`src/rtl/fxp_pkg.sv`:
```
// fxp_pkg: fixed-point formats and limits shared by the Q24.8 -> Q8.8 multiplier
//   Q_IN_W/Q_IN_FRAC    operand width and fractional bits (Q24.8)
//   Q_OUT_W/Q_OUT_FRAC  result width and fractional bits (Q8.8)
//   OUT_MAX/OUT_MIN     representable limits of the Q8.8 result
package fxp_pkg;
    localparam int Q_IN_W     = 32;
    localparam int Q_IN_FRAC  = 8;
    localparam int Q_OUT_W    = 16;
    localparam int Q_OUT_FRAC = 8;
    localparam int SHIFT      = Q_IN_FRAC + Q_IN_FRAC - Q_OUT_FRAC;
    localparam int S_W        = 2 * Q_IN_W - SHIFT;
    typedef logic signed [Q_IN_W-1:0]  q24p8_t;
    typedef logic signed [Q_OUT_W-1:0] q8p8_t;
    localparam q8p8_t OUT_MAX = 16'sh7FFF;
    localparam q8p8_t OUT_MIN = 16'sh8000;
endpackage

```
`src/rtl/sat_narrow.sv`:
```
// sat_narrow: caps a signed wide value into the Q8.8 result range
//   x    in   W        signed wide value
//   y    out  Q_OUT_W  capped value
//   ovf  out  1        x was above OUT_MAX
//   unf  out  1        x was below OUT_MIN
module sat_narrow
    import fxp_pkg::*;
#(
    parameter int W = S_W
) (
    input  logic signed [W-1:0] x,
    output q8p8_t               y,
    output logic                ovf,
    output logic                unf
);
    // Limits sign-extended to the full input width so no upper bits are dropped.
    localparam logic signed [W-1:0] MAX_W = {{(W-Q_OUT_W){1'b0}}, OUT_MAX};
    localparam logic signed [W-1:0] MIN_W = {{(W-Q_OUT_W){1'b1}}, OUT_MIN};
    always_comb begin
        ovf = x > MAX_W;
        unf = x < MIN_W;
        y   = ovf ? OUT_MAX : unf ? OUT_MIN : x[Q_OUT_W-1:0];
    end
endmodule

```
`src/rtl/capped_mult_q8p8.sv`:
```
// capped_mult_q8p8: Q24.8 x Q24.8 multiply, truncated and capped to Q8.8, one registered stage
//   clk          in   1   rising-edge clock
//   rst_n        in   1   synchronous reset, active-low
//   a_in, b_in   in   32  signed Q24.8 operands
//   p_out        out  16  signed capped product, Q8.8
//   overflow     out  1   product capped at OUT_MAX
//   underflow_q  out  1   product capped at OUT_MIN
module capped_mult_q8p8
    import fxp_pkg::*;
(
    input  logic                clk,
    input  logic                rst_n,
    input  logic [Q_IN_W-1:0]   a_in,
    input  logic [Q_IN_W-1:0]   b_in,
    output logic [Q_OUT_W-1:0]  p_out,
    output logic                overflow,
    output logic                underflow_q
);
    logic signed [2*Q_IN_W-1:0] a_ext;
    logic signed [2*Q_IN_W-1:0] b_ext;
    logic signed [2*Q_IN_W-1:0] full;
    logic signed [S_W-1:0]      s;
    q8p8_t                      y;
    logic                       ovf;
    logic                       unf;
    // Operands widened before multiplying so the 64-bit product is exact.
    assign a_ext = {{Q_IN_W{a_in[Q_IN_W-1]}}, a_in};
    assign b_ext = {{Q_IN_W{b_in[Q_IN_W-1]}}, b_in};
    assign full  = a_ext * b_ext;
    // Dropping the low SHIFT bits is an arithmetic shift: truncation toward -inf.
    assign s     = full[2*Q_IN_W-1:SHIFT];
    sat_narrow #(.W(S_W)) u_sat (
        .x   (s),
        .y   (y),
        .ovf (ovf),
        .unf (unf)
    );
    always_ff @(posedge clk) begin
        if (!rst_n) begin
            p_out       <= '0;
            overflow    <= 1'b0;
            underflow_q <= 1'b0;
        end else begin
            p_out       <= y;
            overflow    <= ovf;
            underflow_q <= unf;
        end
    end
endmodule

```
`config.mk`:
```
export PLATFORM = sky130hd
export DESIGN_NAME = capped_mult_q8p8
export DESIGN_NICKNAME = d
export VERILOG_FILES = /design/src/rtl/fxp_pkg.sv /design/src/rtl/sat_narrow.sv /design/src/rtl/capped_mult_q8p8.sv
export SDC_FILE = /design/constraint.sdc
export NUM_CORES = 2
export LEC_CHECK = 0
export ABC_AREA = 1
export CAP_MARGIN = 20
export CORE_MARGIN = 2
export CORE_UTILIZATION = 30
export CTS_CLUSTER_SIZE = 24
export DETAILED_ROUTE_END_ITERATION = 7
export PLACE_DENSITY = 0.47
export SYNTH_ARGS = -nofsm -noshare
export SYNTH_HDL_FRONTEND = slang
export SYNTH_HIERARCHICAL = 1
export SYNTH_SLANG_ARGS = --single-unit
```
`constraint.sdc`:
```
create_clock -name clk -period 25.5 [get_ports clk]
set_input_delay 5.1 -clock clk [delete_from_list [all_inputs] [get_ports clk]]
set_output_delay 5.1 -clock clk [all_outputs]
set_load 0.02 [all_outputs]
```
---- Yosys cells after proc, flatten, opt, wreduce, memory -nomap -nowiden ----
Cells that the tools add are included.
word-level totals
  flip-flop bits (word level) ............. 18
  bits in latches ......................... 0
  RAM bits ................................ 0
  ROM bits ................................ 0
  input bits .............................. 66
  word-level logic and storage cells ...... 11
  memories kept ........................... 0
cells by class
  add/sub/neg operators ................... 0
  $mul .................................... 1
  divide/modulo/power cells ............... 0
  magnitude comparators ................... 2
  equality and inequality tests ........... 0
  shift-type cells ........................ 0
  muxes and demuxes ....................... 2
  bitwise gates (word level) .............. 1
  reduce and logical (&&, ||, !) cells .... 1
operators by type and width
  cell                    number
  $mul A32 B32 Y64        1
  $gt A56 B16 Y1 const B  1
  $lt A56 B16 Y1 const B  1
  $mux W16                1
  $mux W15                1
  $reduce_or A2 Y1        1
  $not A1 Y1              1

---- Depth between registers and ports, before layout ----
  depth in word-level cells ............... 4
  gate-level depth with buffers ........... 41
  mapped depth without buffers ............ 39

---- By module ----
Netlist, hierarchy kept.
modules (own cells, without submodules)
  module            times used  cells each  area each (um2)  seq. area each (um2)
  capped_mult_q8p8  1           4974        38692.1          360.3
  sat_narrow        1           106         436.7            0.0

---- Worst setup path before layout ----
OpenSTA, ideal clock, no wires.
  kind .................................... input port to flip-flop
  start ................................... in a_in[31]
  end ..................................... reg p_out[14]
  arrival time ............................ 12.477 ns
  setup slack ............................. 12.913 ns
  stages .................................. 38
  buffers on the path ..................... 2
  path through ............................ clkbuf_1 nand2_1 inv_1 fa_1 inv_1 fa_1 inv_1 fa_1 fa_1 inv_1 fa_1 inv_1 fa_1 inv_1 fa_1 inv_1 fa_1 ha_1 [... 2 more ...] inv_2 nor2_2 inv_1 nor4_1 nand2_1 nand3_1 nand2_1 nor2_1 nand2_1 nor2_1 nand2_1 nor2_1 nand3_1 nand2_2 buf_6 nand2_1 nand2_1 inv_1
between the ends
  word-level cells in the longest chain between the ends .. 4
  elaborated cells between the ends (all ways) .. 5
  those cells by class .................... mul: 1; order compare: 2; mux: 2
RTL lines
  element                 RTL line                source
  start: declaration      capped_mult_q8p8.sv:13  input logic [Q_IN_W-1:0] a_in,
  $mul A32 B32 Y64 *      capped_mult_q8p8.sv:29  assign full = a_ext * b_ext;
  via full[51]            capped_mult_q8p8.sv:21  logic signed [2*Q_IN_W-1:0] full;
  $lt A56 B16 Y1          sat_narrow.sv:21        unf = x < MIN_W;
  $mux W16                sat_narrow.sv:22        y = ovf ? OUT_MAX : unf ? OUT_MIN : x[Q_OUT_W-1:0];
  $mux W15 *              sat_narrow.sv:22
  via y[14]               capped_mult_q8p8.sv:23  q8p8_t y;
  end signal: assignment  capped_mult_q8p8.sv:44  p_out <= y;
  end: declaration        capped_mult_q8p8.sv:15  output logic [Q_OUT_W-1:0] p_out,
The timed path passes the listed nets; every way through them passes the cells marked *.
A chain may end at the register's enable or synchronous reset.

---- Final worst setup path ----
  start ................................... in b_in[2]
  end ..................................... reg p_out[0]
between the ends
  word-level cells in the longest chain between the ends .. 4
  elaborated cells between the ends (all ways) .. 5
  those cells by class .................... mul: 1; order compare: 2; mux: 2
RTL lines
  element             RTL line                source
  start: declaration  capped_mult_q8p8.sv:14  input logic [Q_IN_W-1:0] b_in,
  $mul A32 B32 Y64 *  capped_mult_q8p8.sv:29
  via full[54]        capped_mult_q8p8.sv:21
  $lt A56 B16 Y1      sat_narrow.sv:21
  $mux W16            sat_narrow.sv:22
  $mux W15 *          sat_narrow.sv:22
  via y[0]            capped_mult_q8p8.sv:23
Marked as above.

==> results.json <==
{
  "status": "finished, final reports clean",
  "totalWireLength_um": 115000,
  "drive_gt1_share_pct": 2.11,
  "synth-seq-area-share_pct": 0.921,
  "finalSetupTns_ns": 0,
  "clk_pin_slew_ns": 0.05,
  "dieArea_um2": 133000,
  "setup.worst_path.end_class": "flop",
  "dpl.hpwl_um": 99100,
  "io_pins": 84,
  "min_to": "p_out[3]$_SDFF_PN0_",
  "area_growth_pct": 7.22,
  "grt_setup_unrepaired": "no",
  "cts_root_buf": "clkbuf_16",
  "rows": 132,
  "startpoint_type": "input port",
  "clock_sinks": 18,
  "grt_pass1_vias": 33300,
  "worstPathRequired_ns": 25.64,
  "cp.arrival_ns": 14.17,
  "initialDrtViolationCount": 1631,
  "detail-route-antenna-nets": 0,
  "critPathKind": "in -> reg",
  "avgSynthCellArea_um2": 7.70,
  "first_pass_iters": 6,
  "wl_per_cell_um": 16.9,
  "grt.total_usage_pct": 18.3,
  "die_w_um": 365,
  "die_h_um": 365,
  "path_common_cell": "fa_1",
  "maxCapViolations": 0,
  "h-tree-depth": 1,
  "cp_slowest_cell": "fa_1",
  "vias": 29800,
  "setup-violations-final": 0,
  "worst_pin_slew_ns": 0.719,
  "period_minus_slack_ns": 14.03,
  "synthCells": 5080,
  "drc": 0,
  "max_freq_ghz": 0.0713,
  "drv_slew": 0,
  "antenna_found_initial": 0,
  "synth_fp_nets": 6407,
  "grt_start_max_net_pins": 33,
  "numCtsBuffers": 3,
  "hold_buffers": 0,
  "place.gp.congestion": 0.913,
  "min_path_cells": 3,
  "numPortBuffers": 83,
  "synth_largest_area_cell": "fa_1",
  "hp-start": "rst_n",
  "cts_buffer_depth": 2,
  "coreArea_um2": 129000,
  "ys.warnings.count": 6,
  "cts_tree": "yes",
  "relSlewSlack_pct": 52.0,
  "vias_per_cell": 4.40,
  "initial_core_util_pct": 30.2,
  "syn_area_um2": 39100,
  "grt_pass1_wl_um": 190000,
  "ys_seq_elements": 18,
  "timing.hold.ws_ns": 5.81,
  "synth_area_leaders": "fa_1, inv_1, nand2_1",
  "post-route-period-util_pct": 55.0,
  "synth_top_cell_area_share_pct": 55.3,
  "hold_viol": 0,
  "nets": 6364,
  "min_path_type": "in -> reg",
  "nFillCells": 14000,
  "post_cts_resized": 0,
  "grt_overflow": 0,
  "cts_setup_buffers": 0,
  "critPathMaxStageDelay_ns": 0.99,
  "synth_cell_types": 27,
  "path_max_fanout": 32
}
cell families (layout without fill, tap and decap cells):
family          Yosys count  after routing  share of synthesized area, %
flops                    18             18                         0.921
buf+inv                1849           1804                          17.8
fa+ha+maj              1261           1261                          61.1
compound gates          128            128                          1.68
other cells               0              1                             0
xor+xnor                 39             39                         0.873
simple gates           1785           1785                          17.7
final cells by class:
type / instances / area (um2) / share of cell area [%]
clock buffers: 3 / 75.1 / 0.179
flip-flops and latches: 18 / 360 / 0.859
diodes: 1 / 2.50 / 0.00596
inverters: 1652 / 6200 / 14.8
repair buffers: 149 / 1330 / 3.16
well taps: 1742 / 2180 / 5.20
multi-input cells: 3213 / 31800 / 75.8
layer usage:
layer | track usage (%) | up-vias | wire, um
li1 | - | 13800 | -
met1 | 25.2 | 15500 | 52400
met2 | 33.0 | 474 | 58000
met3 | 0.488 | 82 | 2820
met4 | 2.00 | 0 | 1370
met5 | 0 | - | 0
critical path: cells and delay by family:
kind	cells	cell delay [ns]
fa+ha+maj	9	5.18
simple gates	16	2.19
buf+inv	9	1.63
sequential cells by signal, summed over array words and instances (netlist names):
name / flops
p_out: 16
overflow: 1
underflow_q: 1
synth_stat cells:
cell	instances
nor3_2	3
buf_8	1
a21o_1	1
a21oi_1	79
nand2_2	9
nand4_1	16
nand3_1	53
dfxtp_1	18
o21ai_0	37
inv_2	14
clkbuf_1	195
clkinv_1	2
ha_1	180
nor2_1	198
buf_6	1
xnor2_1	7
nor3_1	9
nand3b_1	4
inv_1	1636
nand2_1	1476
or2_2	7
xor2_1	32
o21ai_1	5
o21bai_1	6
nor2_2	4
nor4_1	6
fa_1	1081
cell usage in the layout (no fill, tap or decap), types with 7 or more instances in the layout:
| cell type | synthesis | layout |
|---|---|---|
| o21ai_0 | 37 | 37 |
| nor2_1 | 198 | 198 |
| nand2_2 | 9 | 9 |
| ha_1 | 180 | 180 |
| buf_4 | 0 | 66 |
| inv_1 | 1636 | 1636 |
| fa_1 | 1081 | 1081 |
| nand2_1 | 1476 | 1476 |
| nand3_1 | 53 | 53 |
| xnor2_1 | 7 | 7 |
| clkdlybuf4s50_1 | 0 | 83 |
| nor3_1 | 9 | 9 |
| xor2_1 | 32 | 32 |
| or2_2 | 7 | 7 |
| a21oi_1 | 79 | 79 |
| dfxtp_1 | 18 | 18 |
| nand4_1 | 16 | 16 |
| inv_2 | 14 | 14 |
metrics by stage:
| step | cell area, um2 | setup WS (ns) | std cells | utilization, % |
|---|---|---|---|---|
| floorplan | 39100 | 12.91 | 5080 | - |
| global placement | 41900 | 11.29 | 6774 | 32.3 |
| detailed placement | 41900 | 11.18 | 6774 | 32.3 |
| CTS | 42000 | 11.43 | 6777 | 32.4 |
| global route | 42000 | 10.65 | 6777 | 32.4 |
| finish | 42000 | 11.47 | 6778 | 32.4 |
worst max path at each step:
stage	slack [ns]	startpoint	end	depth (start not counted)
2_1_floorplan	12.91	a_in[31]	p_out[14]$_SDFF_PN0_	38
5_1_grt	10.65	a_in[31]	p_out[14]$_SDFF_PN0_	36
3_3_place_gp	11.29	a_in[31]	p_out[8]$_SDFF_PN0_	37
3_5_place_dp	11.18	a_in[31]	p_out[14]$_SDFF_PN0_	37
4_1_cts	11.43	a_in[31]	p_out[1]$_SDFF_PN0_	39
6_report	11.47	b_in[2]	p_out[0]$_SDFF_PN0_	34
Power is left out: the tool's default activity adds up to more than one toggle a clock period on the data nets, which glitch-free logic cannot reach.
